[config.mk]
export PLATFORM = sky130hd
export DESIGN_NAME = fir_mac_sequencer
export DESIGN_NICKNAME = d
export VERILOG_FILES = /design/src/rtl/fir_mac_sequencer.sv
export SDC_FILE = /design/constraint.sdc
export NUM_CORES = 1
export LEC_CHECK = 0
export BUFFER_PORTS_ARGS = -buffer_cell sky130_fd_sc_hd__buf_2
export CORE_MARGIN = 3
export CORE_UTILIZATION = 45
export CTS_BUF_LIST = sky130_fd_sc_hd__clkbuf_4 sky130_fd_sc_hd__clkbuf_8 sky130_fd_sc_hd__clkbuf_16
export DETAILED_ROUTE_END_ITERATION = 12
export REMOVE_ABC_BUFFERS = 1
export SLEW_MARGIN = 20
export SYNTH_ARGS = -nofsm -noshare
export SYNTH_HDL_FRONTEND = slang
export SYNTH_SLANG_ARGS = --single-unit
[constraint.sdc]
create_clock -name clk -period 18.1 [get_ports clk]
set_clock_uncertainty 0.15 [all_clocks]
set_input_delay 2.715 -clock clk [delete_from_list [all_inputs] [get_ports clk]]
set_output_delay 2.715 -clock clk [all_outputs]
set_load 0.05 [all_outputs]
[src/rtl/fir_mac_sequencer.sv]
// fir_mac_sequencer: time-multiplexed FIR sequencer. One shared signed
// multiplier and one accumulator step through all taps for every accepted
// sample; coefficients are loaded serially over the same input port.
module fir_mac_sequencer #(
    parameter int N_TAPS = 5,
    parameter int BW_in  = 6,
    parameter int BW_out = 8,
    parameter int SHIFT  = 0
) (
    input  logic                     clk,
    input  logic                     reset,
    input  logic                     cfg_reload,
    input  logic                     in_valid,
    output logic                     in_ready,
    input  logic signed [BW_in-1:0]  in_data,
    output logic                     out_valid,
    input  logic                     out_ready,
    output logic signed [BW_out-1:0] out_data,
    output logic                     busy
);

    localparam int IDX_W  = $clog2(N_TAPS);
    localparam int PROD_W = 2 * BW_in;
    localparam int ACC_W  = 2 * BW_in + $clog2(N_TAPS);

    localparam logic [IDX_W-1:0] LAST = IDX_W'(N_TAPS - 1);

    localparam logic signed [ACC_W-1:0] SAT_MAX = ACC_W'((2 ** (BW_out - 1)) - 1);
    localparam logic signed [ACC_W-1:0] SAT_MIN = ACC_W'(-(2 ** (BW_out - 1)));

    localparam logic [1:0] ST_LOAD = 2'd0;
    localparam logic [1:0] ST_IDLE = 2'd1;
    localparam logic [1:0] ST_MAC  = 2'd2;
    localparam logic [1:0] ST_OUT  = 2'd3;

    logic [1:0]               state_q, state_d;
    logic [IDX_W-1:0]         idx_q, idx_d;
    logic [IDX_W-1:0]         k_q, k_d;
    logic [IDX_W-1:0]         wptr_q, wptr_d;
    logic [IDX_W-1:0]         rptr_q, rptr_d;
    logic signed [BW_in-1:0]  coeff_q [N_TAPS];
    logic signed [BW_in-1:0]  coeff_d [N_TAPS];
    logic signed [BW_in-1:0]  hist_q  [N_TAPS];
    logic signed [BW_in-1:0]  hist_d  [N_TAPS];
    logic signed [ACC_W-1:0]  acc_q, acc_d;
    logic signed [BW_out-1:0] out_data_q, out_data_d;

    logic                     in_hs;
    logic                     out_hs;
    logic signed [BW_in-1:0]  coeff_sel;
    logic signed [BW_in-1:0]  hist_sel;
    logic signed [PROD_W-1:0] prod;
    logic signed [ACC_W-1:0]  acc_sum;
    logic signed [ACC_W-1:0]  acc_shift;

    // Handshake and status outputs depend only on the state register.
    assign in_ready  = (state_q == ST_LOAD) || (state_q == ST_IDLE);
    assign out_valid = (state_q == ST_OUT);
    assign busy      = (state_q == ST_MAC) || (state_q == ST_OUT);
    assign out_data  = out_data_q;
    assign in_hs     = in_valid && in_ready;
    assign out_hs    = out_valid && out_ready;

    // Shared datapath: one full-precision product per cycle, added to the accumulator.
    always_comb begin
        coeff_sel = coeff_q[k_q];
        hist_sel  = hist_q[rptr_q];
        prod      = PROD_W'(coeff_sel) * PROD_W'(hist_sel);
        acc_sum   = acc_q + ACC_W'(prod);
        acc_shift = acc_sum >>> SHIFT;
    end

    // Next-state logic for the load / idle / multiply-accumulate / output sequence.
    always_comb begin
        state_d    = state_q;
        idx_d      = idx_q;
        k_d        = k_q;
        wptr_d     = wptr_q;
        rptr_d     = rptr_q;
        coeff_d    = coeff_q;
        hist_d     = hist_q;
        acc_d      = acc_q;
        out_data_d = out_data_q;

        case (state_q)
            ST_LOAD: begin
                if (in_hs && cfg_reload) begin
                    coeff_d[0] = in_data;
                    idx_d      = IDX_W'(1);
                end else if (in_hs) begin
                    coeff_d[idx_q] = in_data;
                    if (idx_q == LAST) begin
                        idx_d   = '0;
                        state_d = ST_IDLE;
                    end else begin
                        idx_d = idx_q + IDX_W'(1);
                    end
                end else if (cfg_reload) begin
                    idx_d = '0;
                end
            end
            ST_IDLE: begin
                if (in_hs) begin
                    hist_d[wptr_q] = in_data;
                    rptr_d         = wptr_q;
                    wptr_d         = (wptr_q == LAST) ? '0 : wptr_q + IDX_W'(1);
                    acc_d          = '0;
                    k_d            = '0;
                    state_d        = ST_MAC;
                end else if (cfg_reload) begin
                    for (int i = 0; i < N_TAPS; i++) begin
                        hist_d[i] = '0;
                    end
                    wptr_d  = '0;
                    idx_d   = '0;
                    state_d = ST_LOAD;
                end
            end
            ST_MAC: begin
                acc_d  = acc_sum;
                rptr_d = (rptr_q == '0) ? LAST : rptr_q - IDX_W'(1);
                if (k_q == LAST) begin
                    if (acc_shift > SAT_MAX) begin
                        out_data_d = BW_out'(SAT_MAX);
                    end else if (acc_shift < SAT_MIN) begin
                        out_data_d = BW_out'(SAT_MIN);
                    end else begin
                        out_data_d = BW_out'(acc_shift);
                    end
                    state_d = ST_OUT;
                end else begin
                    k_d = k_q + IDX_W'(1);
                end
            end
            default: begin
                if (out_hs) begin
                    state_d = ST_IDLE;
                end
            end
        endcase
    end

    // State registers with synchronous reset clearing every register.
    always_ff @(posedge clk) begin
        if (reset) begin
            state_q    <= ST_LOAD;
            idx_q      <= '0;
            k_q        <= '0;
            wptr_q     <= '0;
            rptr_q     <= '0;
            coeff_q    <= '{default: '0};
            hist_q     <= '{default: '0};
            acc_q      <= '0;
            out_data_q <= '0;
        end else begin
            state_q    <= state_d;
            idx_q      <= idx_d;
            k_q        <= k_d;
            wptr_q     <= wptr_d;
            rptr_q     <= rptr_d;
            coeff_q    <= coeff_d;
            hist_q     <= hist_d;
            acc_q      <= acc_d;
            out_data_q <= out_data_d;
        end
    end

endmodule

Yosys cells after proc, flatten, opt, wreduce, memory -nomap -nowiden
Index checks and enable logic that the tools add are counted.
{ "word_totals": {"reg_bits": 97, "in_bits": 11, "elab_cells": 115} }
{ "classes": {"n_addsub": 5, "mul": 1, "n_eq_ne": 14, "muxes": 43, "order_cmp": 8, "n_bitwise": 5, "n_reduce_logical": 22} }
{ "op_table": {"columns": ["operator", "n"], "rows": [
  ["30-bit two-way mux", 3],
  ["30-bit bitwise mux", 2],
  ["6-bit two-way mux", 7],
  ["6-bit binary-select mux with 3-bit select", 2],
  ["6-bit demux with 3-bit select", 2],
  ["3-bit two-way mux", 12],
  ["15-bit one-hot mux with 2 select lines", 1],
  ["3-bit one-hot mux with 2 select lines", 3],
  ["4-bit greater-or-equal comparator, second input constant", 4],
  ["8-bit two-way mux", 2],
  ["3-bit NOT with 4-bit output", 4],
  ["15-bit by 12-bit adder with 15-bit output", 1],
  ["15-bit by 8-bit > comparator with 1-bit output, second input constant", 1],
  ["15-bit by 8-bit < comparator with 1-bit output, second input constant", 1],
  ["15-bit two-way mux", 1],
  ["2-bit two-way mux", 7],
  ["6-bit by 6-bit multiplier with 12-bit output", 1],
  ["2-bit != test, second input constant", 5],
  ["2-bit AND reduction", 5],
  ["3-bit by 1-bit adder with 3-bit output, second input constant", 3],
  ["3-bit == test, second input constant", 3],
  ["4-bit by 1-bit < comparator with 1-bit output, second input constant", 2],
  ["2-bit nonzero test", 4],
  ["2-bit one-hot mux with 3 select lines", 1],
  ["other kinds (13)", 21]
]} }

Depth between registers and ports, before layout
{ "logic_depth": {"ltp_word": 9, "depth_mapped": 23} }

Worst setup path after synthesis
Ideal clock, no wire load.
{ "synth_path": {"kind": "flip-flop to flip-flop", "from": "register k_q[0]", "to": "register out_data_q[0], in the netlist out_data[0]", "path_stages_with_launch": 23, "path_slack_ps": 11150, "arrival_ps": 6655, "setup_ps": 145, "cell_sequence": "dfxtp_1 -> clkbuf_1 -> mux4_2 -> nor2b_1 -> a31oi_1 -> or2_2 -> inv_1 -> fa_1 -> inv_1 -> fa_1 -> inv_1 -> fa_1 -> inv_1 -> fa_1 -> inv_1 -> ha_1 -> a21o_2 -> a311oi_1 -> a211oi_2 -> or4_1 -> or4_1 -> o22ai_2 -> o32ai_1"} }
{ "synth_between": {"elab_chain_len": 9} }
{ "synth_lines": {"columns": ["element", "line_no", "source"], "rows": [
  ["start: declaration", "38", "logic [IDX_W-1:0] k_q, k_d;"],
  ["start signal: assignment", "158", "k_q <= k_d;"],
  ["3-bit NOT with 4-bit output (not written as such)", "66", "coeff_sel = coeff_q[k_q];"],
  ["6-bit binary-select mux with 3-bit select", "66", null],
  ["6-bit two-way mux (not written as such) (2 in a row)", "66", null],
  ["6-bit by 6-bit multiplier with 12-bit output", "68", "prod = PROD_W'(coeff_sel) * PROD_W'(hist_sel);"],
  ["15-bit by 12-bit adder with 15-bit output", "69", "acc_sum = acc_q + ACC_W'(prod);"],
  ["15-bit by 8-bit < comparator with 1-bit output", "125", "end else if (acc_shift < SAT_MIN) begin"],
  ["8-bit two-way mux", "125", null],
  ["8-bit two-way mux", "123", "if (acc_shift > SAT_MAX) begin"],
  ["end signal: assignment", "164", "out_data_q <= out_data_d;"],
  ["end: declaration", "46", "logic signed [BW_out-1:0] out_data_q, out_data_d;"]
]} }
Parallel ways exist; a longest one is shown, timed or not. The select of a mux whose other input is x is not followed.
A chain may end at the register's enable or synchronous reset.

Worst setup path after layout
{ "layout_path": {"from": "register k_q[0]", "to": "register out_data_q[3], in the netlist out_data[3]"} }
Same word-level chain as after synthesis.

==> impl_table.tex <==
\begin{tabular}{lr}
\hline
Metric & Value \\
\hline
\multicolumn{2}{l}{\textbf{Drt}} \\
\quad Final ANT Viol Nets & 0 \\
\quad Vias & 5,356 \\
\quad Wirelength per Cell & $\sim$16 µm \\
\quad First-pass iteration count of the detailed router & 5 \\
\quad Via density & $\sim$5.5 \\
\quad Initial DRC Count & 373 \\
\quad Routed Wire Length & approximately 16,000 µm \\
\quad Number of remaining DRC errors & 0 \\
\multicolumn{2}{l}{\textbf{Floorplanning}} \\
\quad Effective utilization at floorplan & 0.4606 \\
\quad Overall die width & roughly 130 µm \\
\quad I/O Pins & 22 \\
\quad Row cnt & 44 \\
\quad Die Y & approximately 130 µm \\
\quad Placeable core region & 14,590 µm² \\
\quad Area of the die & around 16,000 µm² \\
\multicolumn{2}{l}{\textbf{Logic synthesis}} \\
\quad Cell area after technology mapping & approximately 6700 µm² \\
\quad Ranking of synthesized cells by instance count & nor2\_1, dfxtp\_1, inv\_1 \\
\quad Mean Syn Cell Area & about 8.6 µm² \\
\quad Cell type with the highest aggregate area in the netlist & dfxtp\_1 \\
\quad Most numerous cell in the Yosys netlist & nor2\_1 \\
\quad Post-Syn Instances & between 700 and 800 \\
\quad Sequential-to-total area share from yosys stat & 0.2890 \\
\quad Flip-flop and latch count after synthesis & 97 \\
\quad Count of flip-flops with a built-in enable after synthesis & 0 \\
\quad Cell variety after synth & 60 \\
\quad Async set-reset flop share out of synthesis & 0 \\
\quad Primary flip-flop cell chosen by synthesis mapping & dfxtp\_1 \\
\quad Count of yosys warnings during synthesis & 0 \\
\quad Proportion of netlist area held by the largest area contributor & 0.2890 \\
\quad Leading cell types by total area after synthesis & dfxtp\_1, fa\_1, nor2\_1 \\
\multicolumn{2}{l}{\textbf{Pwr}} \\
\quad P\_leak & roughly 3.2 nW \\
\quad Maximum VDD drop & roughly 0.000069 V \\
\quad Total power density per cell area & roughly 61 nW/µm² \\
\multicolumn{2}{l}{\textbf{Critical path}} \\
\quad Worst Reg2Reg Path Length in Cells & 21 \\
\quad Critical Setup Path Class & reg2reg \\
\quad Required time of the critical path & around 18 ns \\
\quad Max FO, Critical Path & 10 \\
\quad Capture point of the worst reg-to-reg path & out\_data[3] \\
\quad Critical Path End Type & register \\
\quad Reg-to-reg startpoint & k\_q[0] \\
\quad Category of the worst setup path launch point & register \\
\quad Register-to-register path setup slack & roughly 11 ns \\
\quad Setup crit end & out\_data[3] \\
\quad Worst endpoint data arrival time & $\sim$7.4 ns \\
\quad Worst Setup SP & k\_q[0] \\
\multicolumn{2}{l}{\textbf{STA}} \\
\quad RSZ-0062 raised after global routing & no \\
\quad Hold Violations, Final & 0 \\
\quad Fin. max-slew vios & 0 \\
\quad Part of the cycle the worst path needs & 0.4060 \\
\quad Aggregate negative setup slack & 0 ns \\
\quad Worst Tran Pin Value & 0.7877 ns \\
\quad Tmin final & $\sim$7.3 ns \\
\quad Final hold slack & between 0.3 and 0.4 ns \\
\quad Number of failing setup endpoints in the final timing report & 0 \\
\quad Max-slew headroom at the worst pin & 0.4748 \\
\quad Max Clock Freq & between 0.1 and 0.15 GHz \\
\multicolumn{2}{l}{\textbf{CTS}} \\
\quad Count of hold-fix buffers inserted at cts & 0 \\
\quad Setup Fix Bufs, Post-CTS & 0 \\
\quad Clock-pin slew on the worst setup and hold paths & 0.07 ns \\
\quad Number of resized instances in the post-cts repair step & 0 \\
\quad Depth of the CTS H-tree & 3 \\
\quad Maximum buffer depth of the clock tree & 2 \\
\quad Insertion delay of the later-clocked pin in the worst-skew pair & 0.36 ns \\
\quad Clk root buf & clkbuf\_16 \\
\quad Sinks on Clock Net & 97 \\
\quad Clock buffers created by TritonCTS & 9 \\
\quad CTS tree & built \\
\multicolumn{2}{l}{\textbf{GRT}} \\
\quad Wire length of the first global-routing pass & approximately 26,000 µm \\
\quad Gr usage total & 0.1990 \\
\quad Largest net degree at the start of global routing & 64 \\
\quad Grt total ovfl & 0 \\
\quad Via count of the first global-routing pass & about 5,100 \\
\quad Antenna violations before repair & 0 \\
\multicolumn{2}{l}{\textbf{Finish}} \\
\quad Final core utilization & 0.4955 \\
\quad Area occupied by registers & roughly 2000 µm² \\
\quad Final net count & just under 900 \\
\quad Area of the multi-input gates & around 4300 µm² \\
\quad Layout cell share with drive strength beyond 1 & 0.1017 \\
\quad Layout area overhead & 7.578\% \\
\quad Ant diodes & 0 \\
\quad Filler cell count in the final layout & about 1,400 \\
\multicolumn{2}{l}{\textbf{Place}} \\
\quad Hpwl dp & between 10,000 and 15,000 µm \\
\quad Port Buffers & 21 \\
\quad Weighted congestion at the end of routability-driven global placement & around 0.83 \\
\multicolumn{2}{l}{\textbf{Min path}} \\
\quad Hold path startpoint & acc\_q[1] \\
\quad Hold depth & 2 \\
\quad Path class of the lowest-slack min-delay path & reg2reg \\
\multicolumn{2}{l}{\textbf{Outcome}} \\
\quad Outcome & finished, final reports clean \\
\multicolumn{2}{l}{\textbf{Flow run}} \\
\quad Max-cap check violation count & 0 \\
\hline
\end{tabular}
## stage by stage
step | cell area, µm² | setup WS, ns | power [mW] | std cells
6_report | 7229 | 10.75 | 0.4390 | 971
5_1_grt | 7229 | 10.31 | 0.4526 | 971
4_1_cts | 7229 | 10.77 | 0.4425 | 971
3_5_place_dp | 6913 | 10.78 | 0.2357 | 955
3_3_place_gp | 6913 | 10.89 | 0.2354 | 955
2_1_floorplan | 6548 | 11.29 | 0.2270 | 746
## cell families after synthesis
logic type / Yosys count / synth area share
adder cells (fa/ha/maj): 88 / 0.2096
flip-flops: 97 / 0.2890
AND/OR/NAND/NOR: 275 / 0.1884
multiplexers: 38 / 0.07913
AO/OA/AOI/OAI: 142 / 0.1378
XOR/XNOR: 15 / 0.01955
buffers and inverters: 130 / 0.07652
## routing by layer
metal | wire length (µm) | share of wire | track usage
met3 | 609 | 0.039 | 0.03542
met1 | 7404 | 0.47 | 0.2722
met2 | 7420 | 0.47 | 0.3154
met5 | 0 | 0 | 0
met4 | 380 | 0.024 | 0.07241
## worst min path at each step
stage	slack (ns)	to
after floorplan	0.28	acc_q[0]
after CTS	0.32	acc_q[1]
after detailed placement	0.31	acc_q[1]
final	0.31	acc_q[1]
after global placement	0.30	acc_q[0]
after global routing	0.34	out_data[7]
## power breakdown
group,switching (mW),internal [mW]
clock,0.0959,0.112
combinational,0.0111,0.00452
sequential,0.000823,0.214
## cells in the final DEF (no fill, tap or decap), types with 2 or more instances in the layout
master     synthesis  final
xor2_1             5      5
a211oi_2           2      2
nand2_1           31     31
o21a_1             2      2
o211ai_1           7      7
nor2_1           158    158
o22ai_1            3      3
mux4_2            12     12
xnor2_1           10     10
a21o_1             5      5
dfxtp_1           97     97
nor3_1             6      6
o32ai_1            7      7
a22oi_1           11     11
or4_1              3      3
buf_2              1     21
inv_6              0      2
clkbuf_16          0      9
nand3_1           15     15
nor3b_1            3      3
a211oi_1           3      3
inv_1             90     90
a21oi_1           39     39
and2_1             4      4
nand2b_1          10     10
a221oi_1           2      2
and3_1             8      8
buf_4              0      4
a41oi_1            2      2
mux2i_1           25     25
a22o_1             2      2
or3b_2             2      2
fa_1              41     41
nor2b_1           13     13
or3_2              2      2
o21ai_0           12     12
ha_1              47     47
a31oi_1           36     36
or2_2             12     12
## critical path, stage by stage, from the launching register on
cell and delay (ns):
dfxtp_1 0.69, mux4_2 0.56, nor2b_1 0.14, a31oi_1 0.44
or2_2 0.26, inv_1 0.06, fa_1 0.53, inv_1 0.14
fa_1 0.55, inv_1 0.05, fa_1 0.53, inv_1 0.05
fa_1 0.52, inv_1 0.04, ha_1 0.43, o211ai_1 0.20
nor4b_4 0.35, a211oi_2 0.08, or4_1 0.46, or4_1 0.54
o22ai_2 0.27, o32ai_1 0.14
## registers in the layout, summed over array words and instances (netlist names), 3 cells and up
name and flops:
k_q 3, out_data 8, acc_q 15, coeff_q 30
rptr_q 3, hist_q 30, wptr_q 3, idx_q 3
## final cells by class
| class | instances | area share |
|---|---|---|
| Inverter | 91 | 0.04725 |
| Tap cell | 184 | 0.03184 |
| Clock buffer | 10 | 0.03219 |
| Clock inverter | 6 | 0.01160 |
| Timing Repair Buffer | 25 | 0.01869 |
| Multi-Input combinational cell | 558 | 0.5898 |
| Sequential cell | 97 | 0.2686 |
No activity file was read; power rests on OpenSTA's default activity.
